$ cat src/rtl/dsp_m_pkg.sv
// Shared definitions for the DSP M-stage sharing logic: operand width,
// the null product value and the scheduler state encoding.
package dsp_m_pkg;

  localparam int M_W = 45;
  localparam logic [M_W-1:0] NULL_PROD = 45'h100000000000;

  typedef enum logic [1:0] {
    RUN   = 2'd0,
    HOLD  = 2'd1,
    FLUSH = 2'd2
  } state_e;

endpackage

$ cat src/rtl/rr_arbiter_nreq.sv
// Rotating-priority arbiter: grants the first valid requester at or after
// the pointer in cyclic order, as a one-hot vector plus an encoded index.
module rr_arbiter_nreq #(
  parameter int NREQ = 4,
  parameter int IDW  = $clog2(NREQ)
) (
  input  logic [NREQ-1:0] valid_i,
  input  logic [IDW-1:0]  ptr_i,
  output logic [NREQ-1:0] gnt_o,
  output logic [IDW-1:0]  idx_o,
  output logic            any_o
);

  logic [IDW-1:0] cand;

  // Scan from farthest to nearest so the nearest valid requester wins.
  always_comb begin
    gnt_o = '0;
    idx_o = '0;
    any_o = 1'b0;
    cand  = '0;
    for (int k = NREQ - 1; k >= 0; k--) begin
      cand = IDW'((int'(ptr_i) + k) % NREQ);
      if (valid_i[cand]) begin
        gnt_o       = '0;
        gnt_o[cand] = 1'b1;
        idx_o       = cand;
        any_o       = 1'b1;
      end
    end
  end

endmodule

$ cat src/rtl/dsp_m_share_sched.sv
// Round-robin scheduler sharing one DSP M register stage between NREQ
// requesters; tags each output beat with the owning requester index.
module dsp_m_share_sched
  import dsp_m_pkg::*;
#(
  parameter int NREQ = 4,
  parameter int IDW  = $clog2(NREQ),
  parameter int MREG = 1
) (
  input  logic                CLK_mreg,
  input  logic                RSTM,
  input  logic                flush,
  input  logic [NREQ-1:0]     req_valid,
  output logic [NREQ-1:0]     req_ready,
  input  logic [NREQ*M_W-1:0] req_u,
  input  logic [NREQ*M_W-1:0] req_v,
  output logic                out_valid,
  input  logic                out_ready,
  output logic [M_W-1:0]      U_DATA,
  output logic [M_W-1:0]      V_DATA,
  output logic [IDW-1:0]      out_id,
  output logic                CEM,
  output logic [15:0]         grant_cnt
);

  logic [NREQ-1:0] gnt;
  logic [IDW-1:0]  gnt_idx;
  logic            gnt_any;
  logic            ready_en;
  logic            load_en;
  logic            accept;
  logic [M_W-1:0]  sel_u;
  logic [M_W-1:0]  sel_v;
  logic [IDW-1:0]  rr_ptr_q, rr_ptr_d;
  logic [15:0]     grant_cnt_q, grant_cnt_d;

  rr_arbiter_nreq #(
    .NREQ (NREQ),
    .IDW  (IDW)
  ) u_arb (
    .valid_i (req_valid),
    .ptr_i   (rr_ptr_q),
    .gnt_o   (gnt),
    .idx_o   (gnt_idx),
    .any_o   (gnt_any)
  );

  always_comb begin
    sel_u = NULL_PROD;
    sel_v = NULL_PROD;
    for (int i = 0; i < NREQ; i++) begin
      if (gnt[i]) begin
        sel_u = req_u[i*M_W +: M_W];
        sel_v = req_v[i*M_W +: M_W];
      end
    end
  end

  assign req_ready = gnt & {NREQ{ready_en}};
  assign accept    = gnt_any & ready_en;
  assign CEM       = load_en;
  assign grant_cnt = grant_cnt_q;

  always_comb begin
    rr_ptr_d    = rr_ptr_q;
    grant_cnt_d = grant_cnt_q;
    if (accept) begin
      rr_ptr_d    = (gnt_idx == IDW'(NREQ - 1)) ? '0 : gnt_idx + IDW'(1);
      grant_cnt_d = grant_cnt_q + 16'd1;
    end
  end

  always_ff @(posedge CLK_mreg or negedge RSTM) begin
    if (!RSTM) begin
      rr_ptr_q    <= '0;
      grant_cnt_q <= '0;
    end else begin
      rr_ptr_q    <= rr_ptr_d;
      grant_cnt_q <= grant_cnt_d;
    end
  end

  if (MREG != 0) begin : g_mreg
    state_e         state_q;
    logic           out_valid_q;
    logic [M_W-1:0] u_q, v_q;
    logic [IDW-1:0] id_q;

    assign load_en   = flush | ~out_valid_q | out_ready;
    assign ready_en  = RSTM & load_en & ~flush & (state_q != FLUSH);
    assign out_valid = out_valid_q;
    assign U_DATA    = u_q;
    assign V_DATA    = v_q;
    assign out_id    = id_q;

    // A flush request and the FLUSH state both drop the beat; the FLUSH
    // state additionally blocks one grant so the pipe stays empty a cycle.
    always_ff @(posedge CLK_mreg or negedge RSTM) begin
      if (!RSTM) begin
        state_q     <= RUN;
        out_valid_q <= 1'b0;
        u_q         <= NULL_PROD;
        v_q         <= NULL_PROD;
        id_q        <= '0;
      end else if (flush || state_q == FLUSH) begin
        state_q     <= flush ? FLUSH : RUN;
        out_valid_q <= 1'b0;
        u_q         <= NULL_PROD;
        v_q         <= NULL_PROD;
      end else begin
        case (state_q)
          RUN:     if (out_valid_q && !out_ready) state_q <= HOLD;
          HOLD:    if (out_ready) state_q <= RUN;
          default: state_q <= RUN;
        endcase
        if (accept) begin
          out_valid_q <= 1'b1;
          u_q         <= sel_u;
          v_q         <= sel_v;
          id_q        <= gnt_idx;
        end else if (load_en) begin
          out_valid_q <= 1'b0;
        end
      end
    end
  end else begin : g_bypass
    assign out_valid = RSTM & gnt_any;
    assign load_en   = flush | ~out_valid | out_ready;
    assign ready_en  = RSTM & out_ready;
    assign U_DATA    = sel_u;
    assign V_DATA    = sel_v;
    assign out_id    = gnt_idx;
  end

endmodule

$ cat config.mk
export PLATFORM = sky130hd
export DESIGN_NAME = dsp_m_share_sched
export DESIGN_NICKNAME = d
export VERILOG_FILES = /design/src/rtl/dsp_m_pkg.sv /design/src/rtl/rr_arbiter_nreq.sv /design/src/rtl/dsp_m_share_sched.sv
export SDC_FILE = /design/constraint.sdc
export NUM_CORES = 1
export LEC_CHECK = 0
export ABC_AREA = 1
export CAP_MARGIN = 20
export CORE_AREA = 2 2 187 189
export CTS_BUF_LIST = sky130_fd_sc_hd__clkbuf_16
export CTS_CLUSTER_SIZE = 28
export DETAILED_ROUTE_END_ITERATION = 10
export DIE_AREA = 0 0 189 191
export DONT_BUFFER_PORTS = 1
export HOLD_SLACK_MARGIN = 0.02
export SLEW_MARGIN = 15
export SYNTH_ARGS = -nofsm -noshare
export SYNTH_HDL_FRONTEND = slang
export SYNTH_SLANG_ARGS = --single-unit
$ cat constraint.sdc
create_clock -name CLK_mreg -period 3.1 [get_ports CLK_mreg]
set_input_delay 0.775 -clock CLK_mreg [delete_from_list [all_inputs] [get_ports CLK_mreg]]
set_output_delay 0.775 -clock CLK_mreg [all_outputs]
set_load 0.01 [all_outputs]
==> impl_metrics.csv, run 1 <==
group,metric,value,unit
status,status,"finished clean",
timing,min_period,3.01,ns
worst_hold_path,holdCritPathClass,"input pin to asynchronous set/reset pin",
synthesis,syn_area_per_cell,6.06,um2
critical_path,critPathLaunchType,"register",
routing,via_per_inst,5.05,
cts,cts.clk_slew.worst_paths,0.06,ns
cells_and_area,final_util,30.9,%
power,vdd_drop_max,1.50,mV
timing,clock_skew,0.0111,ns
cts,insertion_delay,0.43,ns
routing,wl_per_cell,18.5,um
cts,clockRootBuffer,"clkbuf_16",
die,dieArea,36100,um2
placed_design,port_buffers,0,
timing,hold_viol_final,0,
global_routing,grt_pass1_wl,54400,um
timing,maxSlewHeadroom,57.3,%
synthesis,syn-instance-count,1575,
cells_and_area,fin_nets,1889,
synthesis,yosysWarnings,0,
cts,cts_buffers,17,
routing,drcViolationCount,0,
critical_path,end_kind,"output pin",
die,die_w,189,um
die,die_h,191,um
synthesis,synth_xor_area_share,1.38,%
placed_design,place.gp.congestion,0.903,
synthesis,syn_nets,1951,
timing,max_slew.worst_pin.slew,0.640,ns
synthesis,synth_edf_count,0,
routing,firstDrtPassIters,5,
timing,worst_slack,0.0905,ns
die,boundaryPins,482,
synthesis,synth_compound_area_share,5.83,%
synthesis,synth_top_family_by_area,"simple AND/OR/NAND/NOR gates",
die,core,34100,um2
timing,clock.fmax,332,MHz
timing,fin_crit_sh,97.1,%
global_routing,grt_start_max_net_pins,94,
cts,cts_tree,"yes",
synthesis,synthArstFlopShare,100,%
synthesis,ys_seq_area_share,29.6,%
synthesis,yosys_register_bits,113,
timing,tns,0,ns
synthesis,synth-main-ff-cell,"dfrtp_1",
global_routing,overflow,0,
timing,timing.hold.ws,0.166,ns
synthesis,synth-adder-area-share,1.05,%
placed_design,dp_hpwl,25500,um
die,core.rowCount,68,
critical_path,crit_fanout,5,
power,p_per_area,1500,nW/um2
timing,finalMaxSlewViolations,0,
routing,drt-initial-drc-count,710,
power,total_power,0.0158,W
global_routing,track_usage,19.5,%
routing,vias,10023,
power,cellLeakagePower,6.25,nW
job,drv_cap,0,
timing,rsz0062_at_grt,"false",
synthesis,synth.area.mux_share,0,%
synthesis,yosys.area_share.simple,47.0,%
cts,cts.sinks,113,
cells_and_area,areaGrowthSynthToFinish,10.3,%
cts,cts_buffer_depth,2,
routing,routed_wl,36600,um
critical_path,arrival,2.23,ns
timing,setup_viol,0,
cts,cts_max_level,4,
global_routing,antenna_found_initial,5,
critical_path,crit_type,"register to output pin",
placed_design,dp_slack,0.368,ns
synthesis,synth_area,9550,um2
critical_path,worstPathRequired,2.32,ns
cells_and_area,drive_gt1_share,6.68,%
routing,ant_nets,0,
synthesis,yosysUniqueCellTypes,35,
global_routing,grt_pass1_vias,9407,
die,start_util,28.0,%
-- synthesized netlist by cell type, types with 6 or more instances --
cell | count | area share (%)
nand3_1 | 198 | 10
inv_2 | 18 | 0.71
ha_1 | 8 | 1.0
dfrtp_1 | 111 | 29
o21ai_0 | 63 | 3.3
nand2_1 | 667 | 26
o21ai_1 | 30 | 1.6
inv_1 | 198 | 7.8
xor2_1 | 13 | 1.2
buf_2 | 49 | 2.6
nand3b_1 | 90 | 7.1
buf_4 | 13 | 1.0
buf_1 | 6 | 0.24
nor2_1 | 18 | 0.71
buf_6 | 15 | 1.8
clkbuf_1 | 22 | 0.86
a21oi_1 | 12 | 0.63
-- timing repair --
action,CTS,global route
buffers inserted,1,0
endpoints found under the hold margin,93,0
pin swaps,0,0
hold buffers,2,0
setup endpoints to repair,2,2
resized for setup,2,5
-- cell usage in the layout, fill, tap and decap left out, drive strengths merged, types with 4 or more instances in the layout --
cell type,count
dfrtp,111
nand3,203
nor4,4
clkinv,8
clkinvlp,4
nor2,20
a21oi,12
clkbuf,17
inv,217
buf,26
ha,8
nand2,677
nand4,5
o21ai,93
nand3b,90
xor2,13
nor3,4
-- cell families after synthesis --
kind of cell	Yosys count
AO/OA/AOI/OAI	109
buffers and inverters	324
adder cells (fa/ha/maj)	8
AND/OR/NAND/NOR	1006
XOR/XNOR	15
flip-flops	113
-- sequential cells by signal (all words and copies together), names as in the netlist --
register / flops
g_mreg.state_q: 2
U_DATA: 45
rr_ptr_q: 2
grant_cnt: 16
V_DATA: 45
out_id: 2
out_valid: 1
-- report_power, final --
group | internal, W | switching (W)
clock network | 0.00125 | 0.000792
registers | 0.00191 | 0.000617
logic | 0.00341 | 0.00778
total | 0.00657 | 0.00919
-- layout make-up --
class,count,area (um2)
fillers,3780,23600
clock inverters,15,168
clock buffers,17,425
diodes,2,5.00
flip-flops and latches,113,2830
inverters,217,818
multi-input cells,1138,5350
repair buffers,26,365
well taps,455,569
-- metal layers --
| layer | vias to the layer above | global-route usage (%) | wire length, um |
|---|---|---|---|
| li1 | 4747 | - | - |
| met1 | 4688 | 23.3 | 14800 |
| met2 | 518 | 32.6 | 17400 |
| met3 | 66 | 5.98 | 3410 |
| met4 | 4 | 7.57 | 993 |
| met5 | - | 0 | 23 |
-- stage by stage --
stage / instance area, um2 / cells
global route: 10500 / 1983
global placement: 9850 / 1946
floorplan: 9550 / 1575
detailed placement: 9850 / 1946
CTS: 10500 / 1981
finish: 10500 / 1983
-- worst paths after layout --
kind | from | to | slack, ns | depth (start not counted)
setup / recovery | rr_ptr_q[1]$_DFFE_PN0P_ | req_ready[3] | 0.09 | 12
hold / removal | RSTM | V_DATA[40]$_DFFE_PN0P_ | 0.17 | 1
setup reg to reg | rr_ptr_q[1]$_DFFE_PN0P_ | V_DATA[16]$_DFFE_PN0P_ | 0.46 | 14
hold reg to reg | g_mreg.state_q[1]$_DFFE_PN0P_ | g_mreg.state_q[0]$_DFFE_PN0P_ | 0.46 | 1
max in group asynchronous | RSTM | U_DATA[0]$_DFFE_PN0P_ | 2.41 | 1
min in group CLK_mreg | flush | g_mreg.state_q[1]$_DFFE_PN0P_ | 0.37 | 0
-- critical path, cell delays in order, from the launching register on --
cell and delay (ns):
dfrtp_1 0.39, inv_2 0.12, ha_1 0.28, inv_1 0.09, nand3_1 0.12, nand2_2 0.10
inv_2 0.06, nor2_4 0.12, nand3_2 0.10, nand3_4 0.11, nand2_8 0.07, nor2_1 0.09
buf_4 0.14
Power figures use the tool's default switching activity.
==> inputs of run 2 (changes only) <==
- ABC_CLOCK_PERIOD_IN_PS: default -> 3100
==> results of run 2 <==
The final DEF is identical to that of run 1; final timing and power are the same.
==> inputs of run 3 (changes only) <==
- ABC_AREA: 1 -> 0
- CORE_AREA: 2 2 187 189 -> 2 2 185 187
- DIE_AREA: 0 0 189 191 -> 0 0 187 189
==> run 3 against run 2 <==
The run now ends with setup timing left. Clock-buffer cell count unchanged. Synthesized cell count fell by 43%. Synthesized area decreased by 23%. Worst setup slack worse by 0.26 ns.
==> impl_metrics.csv, run 3 <==
group,metric,value,unit
status,status,"finished, violations left",
status,violations,"setup timing",
power,cellLeakagePower,3.37,nW
critical_path,slowest_delay,0.54,ns
die,boundaryPins,482,
global_routing,overflow,0,
synthesis,synth_edf_count,0,
cells_and_area,areaGrowthSynthToFinish,21.7,%
cts,insertion_delay,0.42,ns
cts,cts_buffers,17,
die,core,33300,um2
power,p_per_area,1310,nW/um2
placed_design,dp_slack,-0.192,ns
routing,routed_wl,34600,um
synthesis,synth_common_cells,"154 x o21ai_0, 111 x dfrtp_1, 108 x nand2_1",
cells_and_area,layout_common_cells,"153 x o21ai_0, 110 x dfrtp_1, 108 x nand2_1",
critical_path,path_cells,"inv_8, ha_4, mux4_2, and4bb_1, nor4_4, buf_4, a21bo_4, nor2_4",
synthesis,yosys_register_bits,113,
synthesis,yosys-top-cells-area,"dfrtp_1 38%, o21ai_0 10%, a311oi_1 10%",
power,total_power,0.0118,W
placed_design,port_buffers,0,
synthesis,synth_top_area_cell,"dfrtp_1",
job,drv_cap,0,
timing,finalMaxSlewViolations,0,
timing,min_period,3.27,ns
die,die_h,189,um
cells_and_area,layout_commonest_cell,"o21ai_0",
timing,max_slew.worst_pin.slew,0.729,ns
cells_and_area,fin_nets,1245,
timing,worst_slack,-0.172,ns
synthesis,synth_area,7380,um2
global_routing,grt_start_max_net_pins,116,
cts,ctsHoldBuffers,0,
cts,cts_buffer_depth,2,
critical_path,worstPathRequired,2.32,ns
synthesis,yosysWarnings,0,
timing,hold_viol_final,0,
global_routing,grt_pass1_vias,7750,
routing,drt-initial-drc-count,730,
synthesis,synth_top_area_share,37.7,%
timing,setup_viol,4,
synthesis,synth_most_common_cell,"o21ai_0",
critical_path,end_kind,"output pin",
routing,ant_nets,0,
critical_path,crit_type,"register to output pin",
cells_and_area,drive_gt1_share,14.3,%
timing,timing.hold.ws,0.0521,ns
critical_path,crit_fanout,6,
cells_and_area,nFillCells,3578,
timing,clock_skew,0.00790,ns
cts,clockRootBuffer,"clkbuf_16",
worst_hold_path,holdCritPathClass,"input pin to asynchronous set/reset pin",
synthesis,synth-main-ff-cell,"dfrtp_1",
synthesis,syn_nets,1268,
die,core.rowCount,67,
routing,firstDrtPassIters,5,
die,start_util,22.2,%
cts,cts.clk_slew.worst_paths,0.06,ns
routing,vias,7966,
synthesis,synthArstFlopShare,100,%
global_routing,antenna_found_initial,4,
critical_path,cpMaxStageDelayCell,"mux4_2",
die,dieArea,35300,um2
routing,drcViolationCount,0,
placed_design,dp_hpwl,24500,um
routing,via_per_inst,5.97,
timing,clock.fmax,306,MHz
timing,maxSlewHeadroom,51.4,%
synthesis,yosysUniqueCellTypes,44,
critical_path,arrival,2.50,ns
placed_design,place.gp.congestion,0.872,
synthesis,syn-instance-count,892,
cts,cts.sinks,113,
critical_path,critPathLaunchType,"register",
cts,cts_tree,"yes",
timing,rsz0062_at_grt,"true",
die,die_w,187,um
global_routing,track_usage,18.6,%
synthesis,ys_seq_area_share,38.4,%
timing,fin_crit_sh,106,%
synthesis,syn_area_per_cell,8.27,um2
global_routing,grt_pass1_wl,50000,um
cts,cts_max_level,4,
power,vdd_drop_max,0.851,mV
routing,wl_per_cell,25.9,um
run 3: worst paths after layout:
kind | start | to | slack, ns | depth (start not counted)
worst min register to register | g_mreg.state_q[1]$_DFFE_PN0P_ | g_mreg.state_q[0]$_DFFE_PN0P_ | 0.43 | 1
worst min-delay path | RSTM | V_DATA[18]$_DFFE_PN0P_ | 0.05 | 0
worst max register to register | rr_ptr_q[0]$_DFFE_PN0P_ | V_DATA[14]$_DFFE_PN0P_ | 0.02 | 10
min in group CLK_mreg | flush | g_mreg.state_q[1]$_DFFE_PN0P_ | 0.39 | 0
max in group asynchronous | RSTM | U_DATA[44]$_DFFE_PN1P_ | 2.83 | 0
worst max-delay path | rr_ptr_q[0]$_DFFE_PN0P_ | req_ready[1] | -0.17 | 8
run 3: stage by stage:
step | TNS, ns | cells | util [%] | cell area (um2)
global placement | -0.226 | 1287 | 24.6 | 8190
floorplan | -0.453 | 892 | - | 7510
finish | -0.593 | 1334 | 27.0 | 8970
detailed placement | -0.505 | 1287 | 24.6 | 8190
CTS | -0.644 | 1326 | 26.7 | 8890
global route | -2.58 | 1334 | 27.0 | 8970
run 3: layer usage:
layer  part of all wire, %  vias to the layer above  GRT usage, %  wire length (um)
met1                    38                     3844          22.2             13000
li1                      -                     3381             -                 -
met4                   4.5                        0          9.22              1550
met2                    48                      656          31.0             16600
met5                     0                        -             0                 0
met3                   9.9                       85          4.84              3440
run 3: logic make-up after synthesis:
group           Yosys count  share of synthesized area (%)
simple gates            154                           9.06
buf+inv                 114                           6.23
mux                      11                           2.37
xor+xnor                 15                           1.78
fa+ha+maj                 8                           1.36
flops                   113                           38.4
compound gates          477                           40.8
run 3: final cells by class:
class	count	area (um2)	area share [%]
multi-input cells	665	4290	47.9
diodes	4	10.0	0.112
flip-flops and latches	113	2830	31.6
clock buffers	17	425	4.74
inverters	10	45.0	0.502
clock inverters	15	154	1.72
well taps	448	561	6.25
repair buffers	62	653	7.28
run 3: critical path: cells and delay by family (launching register included):
family / cells / cell delay, ns
muxes: 1 / 0.54
buffers and inverters: 2 / 0.20
DFF: 1 / 0.44
and+or+nand+nor: 3 / 0.46
AOI/OAI and AO/OA: 1 / 0.15
adders and majority gates: 1 / 0.31
run 3: timing repair:
action / CTS / global route
pin swaps: 8 / 4
resized for setup: 15 / 7
buffers inserted: 7 / 4
setup endpoints to repair: 15 / 64
run 3: power by group:
group	internal (W)	switching, W	total, W
combinational	0.00260	0.00464	0.00723
sequential	0.00190	0.000614	0.00252
clock	0.00124	0.000768	0.00201
total	0.00574	0.00602	0.0118
